### src/rtl/rev_pe_pkg.sv
// Shared types and constants for the reverse-check PE sequencer.
// Latency: n/a (declarations only).
// Backpressure: n/a.
package rev_pe_pkg;

    localparam int DEF_ADDR_W    = 4;
    localparam int DEF_PIPE_LAT  = 3;
    localparam int DEF_ERR_STAGE = 2;

    typedef enum logic [1:0] {
        ST_IDLE  = 2'd0,
        ST_ISSUE = 2'd1,
        ST_DRAIN = 2'd2,
        ST_DONE  = 2'd3
    } state_t;

    localparam logic [1:0] STAT_OK    = 2'b00;
    localparam logic [1:0] STAT_ERR   = 2'b01;
    localparam logic [1:0] STAT_ABORT = 2'b10;
    localparam logic [1:0] STAT_HALT  = 2'b11;

    // Run outcome priority: halted > aborted > error seen > ok.
    function automatic logic [1:0] status_enc(input logic halted,
                                              input logic aborted,
                                              input logic err_seen);
        if (halted)
            return STAT_HALT;
        else if (aborted)
            return STAT_ABORT;
        else if (err_seen)
            return STAT_ERR;
        else
            return STAT_OK;
    endfunction

endpackage

### src/rtl/rev_pe_tag_pipe.sv
// Valid/address tag shift register that follows each read through the PE pipeline.
// Latency: stage k holds the tag entered k cycles earlier (stage DEPTH feeds the write).
// Backpressure: none; advances every cycle, the sequencer owns all stalling decisions.
module rev_pe_tag_pipe #(
    parameter int DEPTH = 3,
    parameter int AW    = 4
) (
    input  logic                     clk,
    input  logic                     rst_n,
    input  logic                     in_vld,
    input  logic [AW-1:0]            in_addr,
    output logic [DEPTH:1]           stg_vld,
    output logic [DEPTH:1][AW-1:0]   stg_addr
);

    // Shift every tag one stage deeper per cycle; reset empties the pipe.
    always_ff @(posedge clk or negedge rst_n) begin
        if (!rst_n) begin
            stg_vld  <= '0;
            stg_addr <= '0;
        end else begin
            stg_vld  <= {stg_vld[DEPTH-1:1], in_vld};
            stg_addr <= {stg_addr[DEPTH-1:1], in_addr};
        end
    end

endmodule

### src/rtl/rev_pe_seq_ctrl.sv
// Run sequencer for the reverse-check PE: issues reads, tracks tags, counts check errors.
// Latency: write of address a occurs PIPE_LAT cycles after its read; done one cycle after last write.
// Backpressure: none; abort stops new reads immediately. Optional REV_PE_ERR_HALT_EN halts on first error.
module rev_pe_seq_ctrl
    import rev_pe_pkg::*;
#(
    parameter int ADDR_W    = DEF_ADDR_W,
    parameter int PIPE_LAT  = DEF_PIPE_LAT,
    parameter int ERR_STAGE = DEF_ERR_STAGE
) (
    input  logic              clk,
    input  logic              rst_n,
    input  logic              start,
    input  logic [ADDR_W-1:0] len,
    input  logic              abort,
    output logic              rd_en,
    output logic [ADDR_W-1:0] rd_addr,
    output logic              pipe_en,
    output logic              wr_en,
    output logic [ADDR_W-1:0] wr_addr,
    input  logic              err1_in,
    input  logic              err2_in,
    output logic              busy,
    output logic              done,
    output logic [1:0]        status,
    output logic [7:0]        err_cnt,
    output logic [ADDR_W-1:0] first_err_addr,
    output logic [1:0]        first_err_src
);

    state_t                           r_state;
    logic [ADDR_W-1:0]                r_len;
    logic [ADDR_W-1:0]                r_rd_addr;
    logic [7:0]                       r_err_cnt;
    logic [ADDR_W-1:0]                r_first_addr;
    logic [1:0]                       r_first_src;
    logic                             r_err_seen;
    logic                             r_aborted;
    logic                             r_halted;

    logic [PIPE_LAT:1]                w_tag_vld;
    logic [PIPE_LAT:1][ADDR_W-1:0]    w_tag_addr;
    logic                             w_err_smp;
    logic                             w_inflight;
    logic                             w_halt;
    logic                             w_stop;
    logic                             w_rd_en;
    logic                             w_last;
    logic                             w_unused_addr;

    // An error only counts when a real item sits at the checking stage.
    assign w_err_smp  = w_tag_vld[ERR_STAGE] && (err1_in || err2_in);
    // Items still upstream of the write stage keep the run in DRAIN.
    assign w_inflight = |w_tag_vld[PIPE_LAT-1:1];
    assign w_last     = (r_rd_addr == r_len);

`ifdef REV_PE_ERR_HALT_EN
    assign w_halt = (r_state == ST_ISSUE) && w_err_smp && !r_err_seen;
`else
    assign w_halt = 1'b0;
`endif

    // Abort (or halt) suppresses the read in the very cycle it is seen.
    assign w_stop  = abort || w_halt;
    assign w_rd_en = (r_state == ST_ISSUE) && !w_stop;

    // Only the checking and write stages need addresses; the rest are intentionally dropped.
    assign w_unused_addr = ^w_tag_addr;

    rev_pe_tag_pipe #(
        .DEPTH (PIPE_LAT),
        .AW    (ADDR_W)
    ) u_tag_pipe (
        .clk      (clk),
        .rst_n    (rst_n),
        .in_vld   (w_rd_en),
        .in_addr  (r_rd_addr),
        .stg_vld  (w_tag_vld),
        .stg_addr (w_tag_addr)
    );

    // Run FSM plus error bookkeeping; the error fields are only cleared in IDLE where no tag is valid.
    always_ff @(posedge clk or negedge rst_n) begin
        if (!rst_n) begin
            r_state      <= ST_IDLE;
            r_len        <= '0;
            r_rd_addr    <= '0;
            r_err_cnt    <= '0;
            r_first_addr <= '0;
            r_first_src  <= '0;
            r_err_seen   <= 1'b0;
            r_aborted    <= 1'b0;
            r_halted     <= 1'b0;
        end else begin
            if (w_err_smp) begin
                if (r_err_cnt != 8'hFF)
                    r_err_cnt <= r_err_cnt + 8'd1;
                if (!r_err_seen) begin
                    r_err_seen   <= 1'b1;
                    r_first_addr <= w_tag_addr[ERR_STAGE];
                    r_first_src  <= {err2_in, err1_in};
                end
            end
            case (r_state)
                ST_IDLE: begin
                    if (start && !abort) begin
                        r_len        <= len;
                        r_rd_addr    <= '0;
                        r_err_cnt    <= '0;
                        r_first_addr <= '0;
                        r_first_src  <= '0;
                        r_err_seen   <= 1'b0;
                        r_aborted    <= 1'b0;
                        r_halted     <= 1'b0;
                        r_state      <= ST_ISSUE;
                    end
                end
                ST_ISSUE: begin
                    if (w_stop) begin
                        if (abort)
                            r_aborted <= 1'b1;
                        if (w_halt)
                            r_halted <= 1'b1;
                        r_state <= ST_DRAIN;
                    end else if (w_last) begin
                        r_state <= ST_DRAIN;
                    end else begin
                        r_rd_addr <= r_rd_addr + 1'b1;
                    end
                end
                ST_DRAIN: begin
                    if (abort)
                        r_aborted <= 1'b1;
                    if (!w_inflight)
                        r_state <= ST_DONE;
                end
                ST_DONE: begin
                    if (abort)
                        r_aborted <= 1'b1;
                    r_state <= ST_IDLE;
                end
                default: r_state <= ST_IDLE;
            endcase
        end
    end

    assign rd_en          = w_rd_en;
    assign rd_addr        = r_rd_addr;
    assign busy           = (r_state != ST_IDLE);
    assign pipe_en        = busy;
    assign done           = (r_state == ST_DONE);
    assign wr_en          = w_tag_vld[PIPE_LAT];
    assign wr_addr        = w_tag_addr[PIPE_LAT];
    assign status         = status_enc(r_halted, r_aborted, r_err_seen);
    assign err_cnt        = r_err_cnt;
    assign first_err_addr = r_first_addr;
    assign first_err_src  = r_first_src;

endmodule

### config.mk
export PLATFORM = sky130hd
export DESIGN_NAME = rev_pe_seq_ctrl
export DESIGN_NICKNAME = d
export VERILOG_FILES = /design/src/rtl/rev_pe_pkg.sv /design/src/rtl/rev_pe_tag_pipe.sv /design/src/rtl/rev_pe_seq_ctrl.sv
export SDC_FILE = /design/constraint.sdc
export NUM_CORES = 1
export LEC_CHECK = 0
export BUFFER_PORTS_ARGS = -buffer_cell sky130_fd_sc_hd__buf_2
export CAP_MARGIN = 0
export CORE_ASPECT_RATIO = 1.2
export CORE_MARGIN = 4
export CORE_UTILIZATION = 31
export DETAILED_ROUTE_END_ITERATION = 10
export SETUP_SLACK_MARGIN = 0.02
export SLEW_MARGIN = 20
export SYNTH_ARGS = -nofsm -noshare
export SYNTH_HDL_FRONTEND = slang
export SYNTH_SLANG_ARGS = --single-unit
### constraint.sdc
create_clock -name clk -period 2.72 [get_ports clk]
set_clock_uncertainty 0.1 [all_clocks]
set_input_delay 0.68 -clock clk [delete_from_list [all_inputs] [get_ports clk]]
set_output_delay 0.68 -clock clk [all_outputs]
set_load 0.005 [all_outputs]
Word-level counts from Yosys, hierarchy flattened

Cells that the tools add are included.

Bits in registers: 41
Input bits: 10
Output and inout port bits: 29

Add/sub/neg operators: 2
Equal/unequal tests: 11
Muxes and demuxes: 29
Reduce and logical (&&, ||, !) cells: 14

Operator list:

| cell                                           | count |
|---|---|
| two-way mux 8 bit                              | 4 |
| two-way mux 4 bit                              | 7 |
| two-way mux 2 bit                              | 9 |
| adder 8 x 1 -> 8 bit (second input constant)   | 1 |
| != test 2 bit (second input constant)          | 4 |
| != test 8 bit (second input constant)          | 1 |
| one-hot mux 2 bit (4 select lines)             | 1 |
| one-hot mux 4 bit (2 select lines)             | 1 |
| two-way mux 1 bit                              | 6 |
| adder 4 x 1 -> 4 bit (second input constant)   | 1 |
| == test 2 bit (second input constant)          | 2 |
| == test 4 bit                                  | 1 |
| AND reduction 2 bit                            | 2 |
| AND reduction 4 bit                            | 1 |
| nonzero test 2 bit                             | 2 |
| logical AND 1 bit                              | 3 |
| != test 3 bit (second input constant)          | 1 |
| AND reduction 3 bit                            | 1 |
| OR reduction 3 bit                             | 1 |
| == test 2 x 1 -> 1 bit (second input constant) | 1 |
| zero test 2 bit                                | 1 |
| != test 2 x 1 -> 1 bit (second input constant) | 1 |
| one-hot mux 1 bit (2 select lines)             | 1 |
| OR reduction 2 bit                             | 1 |
| 2 further kinds                                | 2 |

Logic depth before layout (Yosys ltp)

Gate-level depths: netlist of run 1.

Depth after elaboration: 5
Gate-level depth with buffers: 7
Depth with buffers taken out: 7

Hierarchy

From an unflattened synthesis of run 1, not the netlist that was laid out.

Cell total of the unflattened synthesis: 159
Area, all modules: 1803.0 sq um

Modules (own cells, without submodules):

| module          | instances | cells an instance | area an instance (sq um) | sequential area each (sq um) |
|---|---|---|---|---|
| rev_pe_seq_ctrl | 1         | 144               | 1427.6                   | 650.6 |
| rev_pe_tag_pipe | 1         | 15                | 375.4                    | 375.4 |

Least setup slack after synthesis of run 1

No wires, ideal clock.

Path kind: register to register
From: register r_rd_addr[0], in the netlist rd_addr[0]
To: register r_state[1]
Library setup time: 0.128 ns
Arrival time: 1.545 ns
Required time: 2.492 ns
Setup slack: 0.948 ns
Stages on the path, launching flop included: 6
Buffers on the path: 0
Clock period less this slack: 1.772 ns
Path through: dfrtp_1 -> xor2_1 -> nor4_4 -> nor2b_2 -> nor2_2 -> mux2_1

Cells in the longest elaborated chain, start to end: 3

RTL lines:

| element                       | line                   | RTL |
|---|---|---|
| start, declared               | rev_pe_seq_ctrl.sv:33  | `logic [ADDR_W-1:0] r_rd_addr;` |
| start signal, assigned        | rev_pe_seq_ctrl.sv:128 | `r_rd_addr <= r_rd_addr + 1'b1;` |
| == test 4 bit                 | rev_pe_seq_ctrl.sv:55  | `assign w_last = (r_rd_addr == r_len);` |
| != test 3 bit (no line)       | --                     |  |
| AND reduction 3 bit (no line) | --                     |  |
| end signal, assigned          | rev_pe_seq_ctrl.sv:85  | `r_state <= ST_IDLE;` |
| end signal, assigned          | rev_pe_seq_ctrl.sv:115 | `r_state <= ST_ISSUE;` |
| end signal, assigned          | rev_pe_seq_ctrl.sv:124 | `r_state <= ST_DRAIN;` |
| end, declared                 | rev_pe_seq_ctrl.sv:31  | `state_t r_state;` |

Every way passes these cells.
A chain may end at the register's enable or synchronous reset.

Worst setup path in the final report of run 1

From: register r_state[1]
To: output port rd_en

Cells in the longest elaborated chain, start to end: 2

RTL lines:

| element                | line                  | RTL |
|---|---|---|
| == test 2 x 1 -> 1 bit | rev_pe_seq_ctrl.sv:65 | `assign w_rd_en = (r_state == ST_ISSUE) && !w_stop;` |
| logical AND 1 bit      | rev_pe_seq_ctrl.sv:65 |  |
| end, declared          | rev_pe_seq_ctrl.sv:16 | `output logic rd_en,` |

Every way passes these cells.

==> impl_metrics.csv, run 1 <==
group,metric,value,unit
sta,whs,189,ps
logic_synthesis,synth_cells,154,
critical_path,arrival,1500,ps
cts,clk_pin_slew,80,ps
logic_synthesis,syn_area_per_cell,11.5,sq um
sta,fin_ws,438,ps
logic_synthesis,synth.distinct_cells,37,
logic_synthesis,netlist_area,1770,sq um
sta,maxSlewHeadroom,0.626,
critical_path,setup.worst_path.end_class,"output port",
cts,root_buffer,"clkbuf_8",
sta,fmax,438,MHz
global_route,track_usage,0.107,
die,die_area,6990,sq um
route,top_layer_used,"met4",
critical_path,cp_slowest_stage_delay,420,ps
route,routed_wl,3.43,mm
route,drtPass1Iterations,4,
route,met3_length,189,um
critical_path,cp-start-kind,"register",
die,io_pins,39,
cells_and_area,fin_util,0.388,
run,max_cap_viol_count,0,
run_status,status,"complete, no violations",
route,ant_nets,0,
route,wl_met1,1.54,mm
placement,dp_hpwl,2.55,mm
cts,clockBufferDepth,2,
global_route,grt_first_pass_wirelength,5.90,mm
critical_path,crit_cells,4,
logic_synthesis,ys_ff_latch,41,
global_route,antenna_found_initial,0,
critical_path,cp_num_buf_inv,2,
critical_path,path_class,"reg2out",
critical_path,path_max_fanout,8,
cts,cts.sink_count,41,
pwr,totalPowerFinal,1.94,mW
route,drcViolationCount,0,
critical_path,critPathSlowestCell,"dfrtp_1",
cells_and_area,final_nets,210,
route,via_per_inst,4.78,
sta,setup_violations,0,
pwr,total_leakage_power,1.06,nW
sta,worstMarginPinSlew,558,ps
cts,ctsResizeCount,0,
global_route,grt_pass1_vias,1248,
pwr,ir_worst_vdd,376,uV
die,fp.dieW,77.0,um
cts,postCtsSetupBuffers,0,
placement,placed_cell_area,2010,sq um
sta,slew_violations,0,
cells_and_area,fin_cells,257,
global_route,grt_max_degree,27,
global_route,gr-total-overflow,0,
critical_path,reg2regPathDepth,5,
cells_and_area,antennaDiodeCount,0,
die,start_util,0.328,
die,die_y,90.8,um
sta,totalNegativeSetupSlack,0,ps
cts,cts_tree,"yes",
pwr,p_per_area,924,nW/um^2
cells_and_area,finalInstanceArea,2100,sq um
cts,hold_buffers,0,
logic_synthesis,yosys_warnings,0,
route,drtIter0Drc,60,
sta,rsz0062_at_grt,"false",
logic_synthesis,syn-num-nets,170,
die,rows,29,
critical_path,cp_cell_sequence,"inv_1, ha_1, nor2b_1, buf_2",
placement,pre_cts_ws,682,ps
cts,insertion_delay,290,ps
cells_and_area,fill_cells,526,
critical_path,r2r-start,"rd_addr[0]$_DFFE_PN0P_",
cells_and_area,syn_to_final_growth,18.5,%
hold_path,hold_class,"in2async",
route,dr_total_vias,1228,
cts,htreeDepth,2,
cts,numCtsBuffers,5,
route,wl_per_cell,13.3,um
critical_path,cp.required,1940,ps
sta,finalCriticalPeriod,2280,ps
die,core,5410,sq um
logic_synthesis,ys_seq_area_frac,0.579,
sta,finalHoldViolCount,0,
placement,gp_congestion,0.749,
placement,dp.cells,249,
cells_and_area,drive_gt1_frac,0.308,
sta,final.period_utilization,0.839,
critical_path,startpoint,"r_state[1]$_DFFE_PN0P_",
critical_path,crit_family,"flip-flops",
placement,portBuffers,38,
route,dr_wl_met2,1.66,mm
==> report_power, final <==
| part | switching [mW] | internal (mW) |
|---|---|---|
| combinational | 0.306 | 0.286 |
| sequential | 0.150 | 0.791 |
| clock | 0.223 | 0.185 |
==> state kept, by name, indices dropped and copies added (netlist names) <==
| name | flops |
|---|---|
| err_cnt | 8 |
| u_tag_pipe.stg_vld | 3 |
| first_err_addr | 4 |
| u_tag_pipe.stg_addr | 12 |
| r_aborted | 1 |
| rd_addr | 4 |
| r_err_seen | 1 |
| r_state | 2 |
| first_err_src | 2 |
| r_len | 4 |
==> layout make-up <==
class	count	area (sq um)	share of cell area
clock buffer	5	68.8	0.0328
clock inverter	3	25.0	0.0119
inverter	5	18.8	0.00894
multi-input combinational	101	678	0.323
sequential	41	1030	0.489
tap	62	77.6	0.0369
timing repair buffer	40	205	0.0977
==> metal layers <==
metal / vias up / track usage
met3: 4 / 0.0329
met4: 0 / 0.0401
met2: 34 / 0.169
met1: 577 / 0.136
met5: - / 0
li1: 613 / -
==> kinds of logic after synthesis <==
family	share of synthesized area
XOR/XNOR	0.0395
AND/OR/NAND/NOR	0.150
flip-flops	0.579
AO/OA/AOI/OAI	0.114
adder cells (fa/ha/maj)	0.0424
multiplexers	0.0374
buffers and inverters	0.0381
==> path summary, 6_finish.rpt <==
kind / end / slack, ps
hold / removal: err_cnt[5]$_DFF_PN0_ / 190
min in group clk: u_tag_pipe.stg_addr[4]$_DFF_PN0_ / 250
setup reg to reg: r_state[1]$_DFFE_PN0P_ / 790
max in group asynchronous: r_len[2]$_DFFE_PN0P_ / 1680
hold reg to reg: u_tag_pipe.stg_addr[4]$_DFF_PN0_ / 250
setup / recovery: rd_en / 440
==> Yosys cell counts (all sizes together) <==
master	n	area (sq um)
xor2	5	43.8
nor2	12	50.1
a32o	1	10.0
a2bb2oi	1	8.76
clkbuf	1	3.75
nand2b	1	6.26
nand4	1	6.26
buf	6	45.0
nor3	4	25.0
a21oi	11	58.8
a31oi	2	12.5
or4b	1	10.0
xnor2	3	26.3
inv	5	18.8
mux2	5	56.3
o211ai	2	15.0
nor3b	1	7.51
and3	5	36.3
o32a	1	10.0
o211a	1	10.0
a21o	1	8.76
a211oi	1	7.51
nand3	8	40.0
nand2	11	41.3
o21ai	12	60.1
mux2i	1	10.0
nor2b	3	21.3
nor4	1	21.3
dfrtp	41	1030
ha	6	75.1
==> placed cells by master (no fill, tap or decap), drive strengths merged, types with 2 or more instances in the layout <==
cell type  instances
a21oi             11
a31oi              2
and3               5
buf               40
clkbuf             5
dfrtp             41
ha                 6
inv                6
mux2               5
nand2             11
nand3              8
nor2              12
nor2b              3
nor3               4
o211ai             2
o21ai             12
xnor2              3
xor2               5
Power figures use the tool's default switching activity.
==> inputs of run 2 (changes only) <==
clock period = 1.9 ns   (was 2.72 ns; I/O delays follow)
==> run 2 against run 1 <==
Count of clock-buffer cells in the layout grew 2. Global-route usage fell by 0.42 points. Clock power increased by 73%. Design area rose by 5.4%. Sequential cell count is the same. Routed wire length is 1.7% lower. Largest cell class unchanged. Highest routed layer unchanged. Critical path type unchanged. Via count up 3.5%. First-iteration DRC count grew 33%. Register-to-register slack worse by 660 ps. Utilization increased by 2.1 points.
==> impl_metrics.csv, run 2 (synthesized netlist as in run 1, its figures left out) <==
group,metric,value,unit
cts,clockBufferDepth,2,
pwr,power.internal,2.07,mW
placement,dp.cells,256,
sta,worstMarginPinSlew,497,ps
cts,clk_pin_slew,80,ps
die,die_area,6990,sq um
critical_path,cp_num_buf_inv,3,
route,wl_per_cell,12.7,um
cells_and_area,fill_cells,523,
pwr,p_comb_frac,0.336,
critical_path,reg2reg_setup_slack,130,ps
global_route,track_usage,0.102,
pwr,ir_worst_vdd,684,uV
die,rows,29,
cells_and_area,fin_cells,266,
pwr,p_per_area,1370,nW/um^2
sta,maxSlewHeadroom,0.668,
pwr,seqPwrFrac,0.432,
run,max_cap_viol_count,0,
die,core,5410,sq um
critical_path,critPathSlowestCell,"dfrtp_1",
critical_path,cp_cell_sequence,"inv_1, ha_2, inv_1, buf_2",
sta,fmax,551,MHz
cts,root_buffer,"clkbuf_8",
sta,fin_ws,85.0,ps
placement,pre_cts_ws,118,ps
critical_path,crit_path_frequent_cell,"inv_1",
die,start_util,0.328,
sta,finalCriticalPeriod,1810,ps
critical_path,arrival,1240,ps
critical_path,crit_family,"flip-flops",
die,die_y,90.8,um
critical_path,path_class,"reg2out",
cells_and_area,drive_gt1_frac,0.343,
sta,rsz0062_at_grt,"true",
critical_path,cp-start-kind,"register",
hold_path,hold_class,"in2async",
cts,cts_tree,"yes",
sta,final.period_utilization,0.955,
placement,placed_cell_area,2070,sq um
critical_path,setup.worst_path.end_class,"output port",
cts,numCtsBuffers,5,
route,routed_wl,3.37,mm
die,fp.dieW,77.0,um
cells_and_area,largest_register_ffs,12,
critical_path,path_max_fanout,5,
global_route,gr-total-overflow,0,
cells_and_area,final_common_cell,"dfrtp_1",
critical_path,cp.required,1320,ps
route,dr_total_vias,1271,
cells_and_area,antennaDiodeCount,0,
sta,totalNegativeSetupSlack,0,ps
placement,portBuffers,38,
pwr,switchingPower,0.968,mW
cells_and_area,final_cell_mix,"41 x dfrtp_1, 38 x buf_2, 11 x nand2_1, 11 x o21ai_0",
sta,setup_violations,0,
global_route,grt_pass1_vias,1221,
sta,whs,128,ps
cts,insertion_delay,290,ps
placement,dp_hpwl,2.51,mm
critical_path,cp_slowest_stage_delay,410,ps
cts,cts.sink_count,41,
placement,gp_congestion,0.794,
global_route,antenna_found_initial,0,
global_route,grt_first_pass_wirelength,5.66,mm
route,drtIter0Drc,80,
route,via_per_inst,4.78,
route,drtPass1Iterations,4,
cts,hold_buffers,0,
route,drcViolationCount,0,
cells_and_area,final_nets,219,
cells_and_area,finalInstanceArea,2210,sq um
die,io_pins,39,
cells_and_area,syn_to_final_growth,24.9,%
cells_and_area,top_register,"u_tag_pipe.stg_addr",
pwr,clock_power_share,0.233,
sta,finalHoldViolCount,0,
cts,htreeDepth,2,
route,ant_nets,0,
run_status,status,"complete, no violations",
sta,slew_violations,0,
pwr,swShare,0.319,
pwr,total_leakage_power,1.13,nW
global_route,grt_max_degree,42,
[run 2: stage by stage]
step / power [mW] / util
2_1_floorplan: 1.95 / -
3_3_place_gp: 2.30 / 0.383
3_5_place_dp: 2.32 / 0.383
4_1_cts: 3.04 / 0.405
5_1_grt: 3.28 / 0.409
6_report: 3.04 / 0.409
[run 2: cell type report]
type,count,area (sq um),area share
clock buffers,7,86.3,0.0390
multi-input cells,101,688,0.311
well taps,62,77.6,0.0351
clock inverters,1,30.0,0.0136
repair buffers,49,285,0.129
inverters,5,18.8,0.00848
flip-flops and latches,41,1030,0.464
[run 2: routing by layer]
metal,wire length [um],global-route usage,vias to the layer above,part of all wire
li1,-,-,633,-
met4,33,0.0445,0,0.0098
met2,1650,0.163,35,0.49
met5,0,0,-,0
met3,203,0.0359,4,0.060
met1,1490,0.125,599,0.44
[run 2: path summary, 6_finish.rpt]
check,from,to,cells past startpoint
max reg2reg,r_len[3]$_DFFE_PN0P_,r_state[1]$_DFFE_PN0P_,5
min reg2reg,u_tag_pipe.stg_addr[3]$_DFF_PN0_,u_tag_pipe.stg_addr[7]$_DFF_PN0_,0
max in group asynchronous,rst_n,r_aborted$_DFFE_PN0P_,2
max,r_state[0]$_DFFE_PN0P_,busy,4
min,rst_n,err_cnt[7]$_DFF_PN0_,2
min in group clk,u_tag_pipe.stg_addr[3]$_DFF_PN0_,u_tag_pipe.stg_addr[7]$_DFF_PN0_,0
[run 2: power groups by stage]
stage          sequential, mW  clock [mW]  combinational (mW)
6_report                 1.31       0.707                1.02
3_5_place_dp             1.34           0               0.980
3_3_place_gp             1.33           0               0.971
4_1_cts                  1.32       0.729               0.989
2_1_floorplan            1.32           0               0.621
5_1_grt                  1.35       0.776                1.16
[run 2: repair_timing]
action,4_1_cts,5_1_grt
pin swaps,0,0
buffers inserted,0,2
resized for setup,1,2
setup endpoints to repair,1,4
